$ cat src/rtl/uart_alu_bridge_if.sv
// uart_alu_bridge_if
// Groups the byte-stream and ALU signals around uart_alu_bridge.
//   i_rx_data/i_rx_done   : byte and one-cycle strobe from the UART receiver
//   i_tx_done             : one-cycle strobe when the transmitter finishes a byte
//   i_alu_data/carry/zero : combinational ALU result and flags
//   o_alu_data_a/b/op     : registered operands and opcode towards the ALU
//   o_tx_data/o_tx_start  : byte and one-cycle request towards the transmitter
//   o_busy/o_frame_err    : status (busy while executing/sending, timeout pulse)
// slave  : the bridge side
// master : the surrounding UART/ALU side
interface uart_alu_bridge_if #(
    parameter int NB_DATA      = 16,
    parameter int NB_OPERATION = 6
);
    logic [7:0]              i_rx_data;
    logic                    i_rx_done;
    logic                    i_tx_done;
    logic [NB_DATA-1:0]      i_alu_data;
    logic                    i_alu_carry;
    logic                    i_alu_zero;
    logic [NB_DATA-1:0]      o_alu_data_a;
    logic [NB_DATA-1:0]      o_alu_data_b;
    logic [NB_OPERATION-1:0] o_alu_data_op;
    logic [7:0]              o_tx_data;
    logic                    o_tx_start;
    logic                    o_busy;
    logic                    o_frame_err;

    modport slave (
        input  i_rx_data, i_rx_done, i_tx_done, i_alu_data, i_alu_carry, i_alu_zero,
        output o_alu_data_a, o_alu_data_b, o_alu_data_op, o_tx_data, o_tx_start,
               o_busy, o_frame_err
    );

    modport master (
        output i_rx_data, i_rx_done, i_tx_done, i_alu_data, i_alu_carry, i_alu_zero,
        input  o_alu_data_a, o_alu_data_b, o_alu_data_op, o_tx_data, o_tx_start,
               o_busy, o_frame_err
    );
endinterface

$ cat src/rtl/uart_alu_bridge.sv
// uart_alu_bridge
// Collects a frame {A (N_BYTES, LSB first), B (N_BYTES, LSB first), opcode}
// from the UART receiver, hands it to the ALU, then streams the result (and
// optionally a flags byte) back out through the UART transmitter.
// Ports:
//   i_clk : clock
//   i_rst : synchronous reset, active low
//   bus   : uart_alu_bridge_if.slave (rx/tx handshakes, ALU operands/result, status)
//
// state    | meaning
// ---------+--------------------------------------------------------------
// RX_A     | collecting operand A bytes (idle when cnt == 0)
// RX_B     | collecting operand B bytes
// RX_OP    | waiting for the opcode byte
// EXEC     | one cycle: capture ALU result and flags
// TX_BYTE  | one cycle: request transmission of byte cnt
// TX_WAIT  | waiting for the transmitter to finish byte cnt
module uart_alu_bridge #(
    parameter int NB_DATA        = 16,
    parameter int NB_OPERATION   = 6,
    parameter int TIMEOUT_CYCLES = 1000000,
    parameter int SEND_FLAGS     = 0
) (
    input logic              i_clk,
    input logic              i_rst,
    uart_alu_bridge_if.slave bus
);
    localparam int N_BYTES = NB_DATA / 8;
    localparam int N_TX    = N_BYTES + ((SEND_FLAGS != 0) ? 1 : 0);
    localparam int CW      = $clog2(N_BYTES + 1);
    localparam int TW      = (TIMEOUT_CYCLES > 0) ? $clog2(TIMEOUT_CYCLES + 1) : 1;

    localparam logic [CW-1:0] CNT_LAST_RX = CW'(N_BYTES - 1);
    localparam logic [CW-1:0] CNT_LAST_TX = CW'(N_TX - 1);
    localparam logic [CW-1:0] CNT_FLAGS   = CW'(N_BYTES);
    localparam logic [TW-1:0] IDLE_LOAD   = TW'(TIMEOUT_CYCLES);

    localparam logic [2:0] S_RX_A    = 3'd0;
    localparam logic [2:0] S_RX_B    = 3'd1;
    localparam logic [2:0] S_RX_OP   = 3'd2;
    localparam logic [2:0] S_EXEC    = 3'd3;
    localparam logic [2:0] S_TX_BYTE = 3'd4;
    localparam logic [2:0] S_TX_WAIT = 3'd5;

    logic [2:0]              state_q, state_d;
    logic [CW-1:0]           cnt_q, cnt_d;
    logic [TW-1:0]           idle_q, idle_d;
    logic [NB_DATA-1:0]      a_q, a_d;
    logic [NB_DATA-1:0]      b_q, b_d;
    logic [NB_OPERATION-1:0] op_q, op_d;
    logic [NB_DATA-1:0]      result_q, result_d;
    logic [7:0]              flags_q, flags_d;
    logic                    frame_err_q, frame_err_d;

    logic rx_state;
    logic rx_partial;
    logic timeout_hit;
    logic [7:0] tx_byte;

    always_comb begin
        state_d     = state_q;
        cnt_d       = cnt_q;
        idle_d      = idle_q;
        a_d         = a_q;
        b_d         = b_q;
        op_d        = op_q;
        result_d    = result_q;
        flags_d     = flags_q;
        frame_err_d = 1'b0;

        rx_state   = (state_q == S_RX_A) || (state_q == S_RX_B) || (state_q == S_RX_OP);
        rx_partial = ((state_q == S_RX_A) && (cnt_q != '0)) ||
                     (state_q == S_RX_B) || (state_q == S_RX_OP);
        // A byte arriving in the expiry cycle takes priority over the abort.
        timeout_hit = (TIMEOUT_CYCLES != 0) && rx_partial && !bus.i_rx_done && (idle_q == '0);

        // Idle down-counter: reloaded by each accepted byte, expires at zero.
        if (rx_state && bus.i_rx_done) begin
            idle_d = IDLE_LOAD;
        end else if (rx_partial && (idle_q != '0)) begin
            idle_d = idle_q - TW'(1);
        end

        if (timeout_hit) begin
            state_d     = S_RX_A;
            cnt_d       = '0;
            frame_err_d = 1'b1;
        end else begin
            case (state_q)
                S_RX_A: begin
                    if (bus.i_rx_done) begin
                        a_d[{cnt_q, 3'b000} +: 8] = bus.i_rx_data;
                        if (cnt_q == CNT_LAST_RX) begin
                            cnt_d   = '0;
                            state_d = S_RX_B;
                        end else begin
                            cnt_d = cnt_q + CW'(1);
                        end
                    end
                end
                S_RX_B: begin
                    if (bus.i_rx_done) begin
                        b_d[{cnt_q, 3'b000} +: 8] = bus.i_rx_data;
                        if (cnt_q == CNT_LAST_RX) begin
                            cnt_d   = '0;
                            state_d = S_RX_OP;
                        end else begin
                            cnt_d = cnt_q + CW'(1);
                        end
                    end
                end
                S_RX_OP: begin
                    if (bus.i_rx_done) begin
                        op_d    = bus.i_rx_data[NB_OPERATION-1:0];
                        state_d = S_EXEC;
                    end
                end
                S_EXEC: begin
                    result_d = bus.i_alu_data;
                    flags_d  = {6'b0, bus.i_alu_zero, bus.i_alu_carry};
                    cnt_d    = '0;
                    state_d  = S_TX_BYTE;
                end
                S_TX_BYTE: begin
                    state_d = S_TX_WAIT;
                end
                S_TX_WAIT: begin
                    if (bus.i_tx_done) begin
                        if (cnt_q == CNT_LAST_TX) begin
                            cnt_d   = '0;
                            state_d = S_RX_A;
                        end else begin
                            cnt_d   = cnt_q + CW'(1);
                            state_d = S_TX_BYTE;
                        end
                    end
                end
                default: begin
                    state_d = S_RX_A;
                    cnt_d   = '0;
                end
            endcase
        end
    end

    // cnt == N_BYTES only occurs when the flags byte is being sent.
    always_comb begin
        if (cnt_q == CNT_FLAGS) begin
            tx_byte = flags_q;
        end else begin
            tx_byte = result_q[{cnt_q, 3'b000} +: 8];
        end
    end

    always_ff @(posedge i_clk) begin
        if (!i_rst) begin
            state_q     <= S_RX_A;
            cnt_q       <= '0;
            idle_q      <= '0;
            a_q         <= '0;
            b_q         <= '0;
            op_q        <= '0;
            result_q    <= '0;
            flags_q     <= '0;
            frame_err_q <= 1'b0;
        end else begin
            state_q     <= state_d;
            cnt_q       <= cnt_d;
            idle_q      <= idle_d;
            a_q         <= a_d;
            b_q         <= b_d;
            op_q        <= op_d;
            result_q    <= result_d;
            flags_q     <= flags_d;
            frame_err_q <= frame_err_d;
        end
    end

    assign bus.o_alu_data_a  = a_q;
    assign bus.o_alu_data_b  = b_q;
    assign bus.o_alu_data_op = op_q;
    assign bus.o_tx_data     = tx_byte;
    assign bus.o_tx_start    = (state_q == S_TX_BYTE);
    assign bus.o_busy        = (state_q == S_EXEC) || (state_q == S_TX_BYTE) ||
                               (state_q == S_TX_WAIT);
    assign bus.o_frame_err   = frame_err_q;
endmodule

$ cat src/flat_wrapper.sv
// flat-port wrapper written by rule: the top's interface ports become plain ports
module uart_alu_bridge_flat 
#(
    parameter int NB_DATA        = 16,
    parameter int NB_OPERATION   = 6,
    parameter int TIMEOUT_CYCLES = 1000000,
    parameter int SEND_FLAGS     = 0
)
  (i_clk, i_rst, bus_i_rx_data, bus_i_rx_done, bus_i_tx_done, bus_i_alu_data, bus_i_alu_carry, bus_i_alu_zero, bus_o_alu_data_a, bus_o_alu_data_b, bus_o_alu_data_op, bus_o_tx_data, bus_o_tx_start, bus_o_busy, bus_o_frame_err);
  uart_alu_bridge_if #(.NB_DATA(NB_DATA), .NB_OPERATION(NB_OPERATION)) bus_i ();
  input logic i_clk;
  input logic i_rst;
  input wire logic [$bits(bus_i.i_rx_data)-1:0] bus_i_rx_data;
  input wire logic [$bits(bus_i.i_rx_done)-1:0] bus_i_rx_done;
  input wire logic [$bits(bus_i.i_tx_done)-1:0] bus_i_tx_done;
  input wire logic [$bits(bus_i.i_alu_data)-1:0] bus_i_alu_data;
  input wire logic [$bits(bus_i.i_alu_carry)-1:0] bus_i_alu_carry;
  input wire logic [$bits(bus_i.i_alu_zero)-1:0] bus_i_alu_zero;
  output wire logic [$bits(bus_i.o_alu_data_a)-1:0] bus_o_alu_data_a;
  output wire logic [$bits(bus_i.o_alu_data_b)-1:0] bus_o_alu_data_b;
  output wire logic [$bits(bus_i.o_alu_data_op)-1:0] bus_o_alu_data_op;
  output wire logic [$bits(bus_i.o_tx_data)-1:0] bus_o_tx_data;
  output wire logic [$bits(bus_i.o_tx_start)-1:0] bus_o_tx_start;
  output wire logic [$bits(bus_i.o_busy)-1:0] bus_o_busy;
  output wire logic [$bits(bus_i.o_frame_err)-1:0] bus_o_frame_err;
  assign bus_i.i_rx_data = bus_i_rx_data;
  assign bus_i.i_rx_done = bus_i_rx_done;
  assign bus_i.i_tx_done = bus_i_tx_done;
  assign bus_i.i_alu_data = bus_i_alu_data;
  assign bus_i.i_alu_carry = bus_i_alu_carry;
  assign bus_i.i_alu_zero = bus_i_alu_zero;
  assign bus_o_alu_data_a = bus_i.o_alu_data_a;
  assign bus_o_alu_data_b = bus_i.o_alu_data_b;
  assign bus_o_alu_data_op = bus_i.o_alu_data_op;
  assign bus_o_tx_data = bus_i.o_tx_data;
  assign bus_o_tx_start = bus_i.o_tx_start;
  assign bus_o_busy = bus_i.o_busy;
  assign bus_o_frame_err = bus_i.o_frame_err;
  uart_alu_bridge #(.NB_DATA(NB_DATA), .NB_OPERATION(NB_OPERATION), .TIMEOUT_CYCLES(TIMEOUT_CYCLES), .SEND_FLAGS(SEND_FLAGS)) u_core (.i_clk(i_clk), .i_rst(i_rst), .bus(bus_i));
endmodule
$ cat config.mk
export PLATFORM = sky130hd
export DESIGN_NAME = uart_alu_bridge_flat
export DESIGN_NICKNAME = d
export VERILOG_FILES = /design/src/rtl/uart_alu_bridge_if.sv /design/src/rtl/uart_alu_bridge.sv /design/src/flat_wrapper.sv
export SDC_FILE = /design/constraint.sdc
export NUM_CORES = 1
export LEC_CHECK = 0
export CAP_MARGIN = 20
export CORE_UTILIZATION = 50
export CTS_CLUSTER_DIAMETER = 50
export DETAILED_ROUTE_END_ITERATION = 12
export PLACE_DENSITY = 0.79
export SLEW_MARGIN = 20
export SYNTH_ARGS = -nofsm -noshare
export SYNTH_HDL_FRONTEND = slang
export SYNTH_SLANG_ARGS = --single-unit
$ cat constraint.sdc
create_clock -name i_clk -period 3.3 [get_ports i_clk]
set_input_delay 0.825 -clock i_clk [delete_from_list [all_inputs] [get_ports i_clk]]
set_output_delay 0.825 -clock i_clk [all_outputs]
set_load 0.005 [all_outputs]
==> run summary <==
The run gives 0 as the count of instances resized after the clock tree is built. Critical path endpoint category: an output pin. Number of diodes added for antenna fixing: 0.

The number of buffers and inverters on the critical path is 3. A synthesized cell averages 8.10 um^2. After detailed routing, the average wire length per cell comes to 14.2 um.

The run gives 0.681 as the final standard cell utilization of the core. In this run the core area contains 30 standard-cell rows. The first global-routing pass estimated 14.5 mm of wire. The tools report the global routing met2 resource utilization as 0.394. The simple-gate area share of the yosys netlist was 0.270. Relative slew slack: 0.426. In this run the critical register-to-register path is launched from u_core.idle_q[7]. The first detailed-routing pass took 6 iterations. The proportion of synthesized chip area in sequential cells is 0.459, and the number of I/O port buffers is 78. The clock reaches the later pin of the worst-skew pair after 0.34 ns.

The flow ran to the end, and the final reports show no timing, DRC or antenna violations. The fraction of the cycle the final worst path needs is 0.901, and the number of antenna violations at the first check in global routing is 0. For this design, the CTS-stage hold fixing added 0 buffers. Max-cap violations in this run came to 0.

For the worst path setup slack after routing, the log shows 0.327 ns. For the setup TNS, the log shows 0 ns. For the worst setup path, the data required time is 2.47 ns.

The critical path in this run is classified as reg2out. The share of async-settable or async-resettable flops after synthesis is 0. Walking the worst path, the cells encountered are inv_1, nor2_1, nand2_1, buf_4, nand2_1, clkdlybuf4s50_1. Global routing finished with a remaining overflow of 0. The met3 capacity usage during global routing was 0.0514. The maximum buffer depth of the clock tree came out at 2. The largest net degree at the start of global routing came out at 25. For this run, the leading register cell type out of synthesis is sky130_fd_sc_hd__dfxtp_1.

The routed layout has 3351 vias. The highest-delay cell along the critical path was sky130_fd_sc_hd__dfxtp_1. VDD sags by at most 0.000214 V. After synthesis the netlist holds a flip-flop and latch count of 82.

Among the stages of the critical path, the cell type that occurs most often is sky130_fd_sc_hd__nand2_1. The clock-pin slew on the worst setup and hold paths was 0.09 ns. The detailed router finished its first iteration with 186 violations.

In the final design database the tool counted 555 nets. The worst hold path belongs to the class reg2reg. Wires add up to 8.79 mm.

Launch point of the worst hold path: u_core.bus.o_alu_data_b[3]. In this run the worst path has a maximum fanout of 19. The smallest hold slack came out at 0.455 ns.

For the floorplan die area, the log shows 7490 um^2. For the number of setup buffers added after CTS, the log shows 0. After synthesis the cells add up to 3570 um^2. The starting utilization of the core area is 0.523. By area, the combinational part of the netlist is dominated by simple AND/OR/NAND/NOR gates.

The overall global routing resource usage is 0.249. Leaving out fill and tap cells, the most frequent cell in the layout is sky130_fd_sc_hd__nand2_1. The I/O pin count was 79; the final weighted congestion in routability-driven placement was 0.870. The final-report max-slew violation count was 0. The width of the chip was 86.5 um. The mux contribution to synthesized area works out to 0.0448.

The tools report the startpoint class of the critical path as a flip-flop. In this run the most used layer during global routing was met2. The fmax is 336 MHz, and the arrival time at the worst endpoint is 2.15 ns. Die height: 86.5 um.

Clock tree synthesis found a total of 82 sinks. In this run the worst setup path begins at u_core.state_q[0]. In this run the power density over the cells is 454 nW/um^2. After detailed routing, the number of vias per cell comes to 5.40. The number of placed instances, taps included is 604, and the met1 track utilization from global routing is 0.328. Summed over all cells, the static leakage comes to 1.61 nW.

For the pin with the worst max-slew slack, the measured transition is 0.857 ns. Arithmetic-cell share of the synthesized area counting full adders, half adders and majority gates: 0.0210. At the placement stage, the worst setup path has a slack of 0.587 ns. The number of nets in the synthesized netlist is 477. The H-tree was split into 3 levels.

For the finished layout, the period the worst path requires is 2.97 ns. The total area inside the core boundary comes to 6830 um^2. The fraction of the mapped netlist area in compound gates came out at 0.152. The tools report the number of remaining DRC errors as 0. The layout overhead on the synthesized area is 30.3%, and the placed wire-length estimate is 6.43 mm. The tools report the number of global-route vias before repair as 3105. The fraction of synthesized cell area in xor and xnor cells came out at 0.0221. Setup repair after global routing left no endpoint under its margin.

The fraction of final layout cells sized beyond drive strength 1 came out at 0.0630. Counting flops with a built-in enable in the synthesized netlist gives 0. For this run, the slowest stage of the critical path takes 0.55 ns. Excluding fillers, the count of instances in the completed layout stands at 620. TritonCTS built the clock tree. The run gives 0 as the number of failing hold endpoints at the final stage.

The setup skew after layout is 0.00989 ns. In this design, the largest share of critical-path delay is due to buffers and inverters. The detail route stage leaves a number of antenna-violating nets equal to 0. The top cell types in the final layout, fill and taps aside, are 89 x sky130_fd_sc_hd__nand2_1, 82 x sky130_fd_sc_hd__dfxtp_1, 78 x sky130_fd_sc_hd__clkdlybuf4s50_1. For the number of CTS-inserted buffers, the log shows 9.

The run gives 0 as the final number of setup-violating endpoints. After technology mapping, the gate count stands at 441. The root buffer cell chosen for the clock tree is sky130_fd_sc_hd__clkbuf_8. After synthesis, the netlist uses 45 different library cells. The run gives 0 as the number of warning messages in the yosys log.
## final cells by class
type,count,area [um^2]
sequential,82,1640
clock inverter,6,51.3
timing repair buffer,87,848
tap,96,120
fill,610,2180
inverter,9,33.8
multi-input combinational,330,1820
clock buffer,10,138
## final timing paths
kind	slack, ns	cells past startpoint	endpoint
max reg2reg	0.97	5	u_core.cnt_q[0]
min	0.46	2	u_core.bus.o_alu_data_b[3]
max	0.33	6	bus_o_busy
min reg2reg	0.46	2	u_core.bus.o_alu_data_b[3]
## state kept, by name (all words and copies together), names as in the netlist
name	count
u_core.bus.o_alu_data_a	16
u_core.bus.o_alu_data_b	16
u_core.bus.o_alu_data_op	6
u_core.bus.o_frame_err	1
u_core.cnt_q	2
u_core.flags_q	2
u_core.idle_q	20
u_core.result_q	16
u_core.state_q	3
## worst reg2reg max path: cells and delay by family (launching register included)
| kind | cells | cell delay, ns |
|---|---|---|
| AO/OA/AOI/OAI | 1 | 0.60 |
| flip-flops | 1 | 0.35 |
| AND/OR/NAND/NOR | 4 | 1.24 |
## report_power, final
part | internal (W) | switching [W] | total (W)
Sequential | 0.00102 | 0.0000327 | 0.00105
Combinational | 0.000163 | 0.000224 | 0.000387
Clock | 0.000302 | 0.000369 | 0.000671
## per-layer routing
metal,vias to the layer above,routed length [um]
li1,1704,-
met1,1546,4050
met2,91,4180
met3,10,455
met4,0,104
met5,-,0
## per-stage QoR
stage	cell area (um^2)	power (W)
3_5_place_dp	4470	0.00146
6_report	4650	0.00211
3_3_place_gp	4470	0.00145
5_1_grt	4650	0.00222
2_1_floorplan	3570	0.00132
4_1_cts	4650	0.00213
## cell usage after synthesis (all sizes together), types with 5 or more instances
library cell,count,share of area
nor2,36,0.038
nand4,5,0.0088
nand2,89,0.093
inv,9,0.0095
mux2i,16,0.045
o21ai,8,0.011
a21oi,67,0.094
ha,6,0.021
or4,5,0.013
dfxtp,82,0.46
clkbuf,19,0.020
nand3,37,0.052
xnor2,7,0.017
nor4,6,0.015
## cell families (layout without fill, tap and decap cells)
logic type | count (synthesis) | count (layout)
AO/OA/AOI/OAI | 95 | 95
XOR/XNOR | 9 | 9
adder cells (fa/ha/maj) | 6 | 6
buffers and inverters | 29 | 112
flip-flops | 82 | 82
multiplexers | 16 | 16
AND/OR/NAND/NOR | 204 | 204
Note: power is estimated with default switching activity, not from simulation.
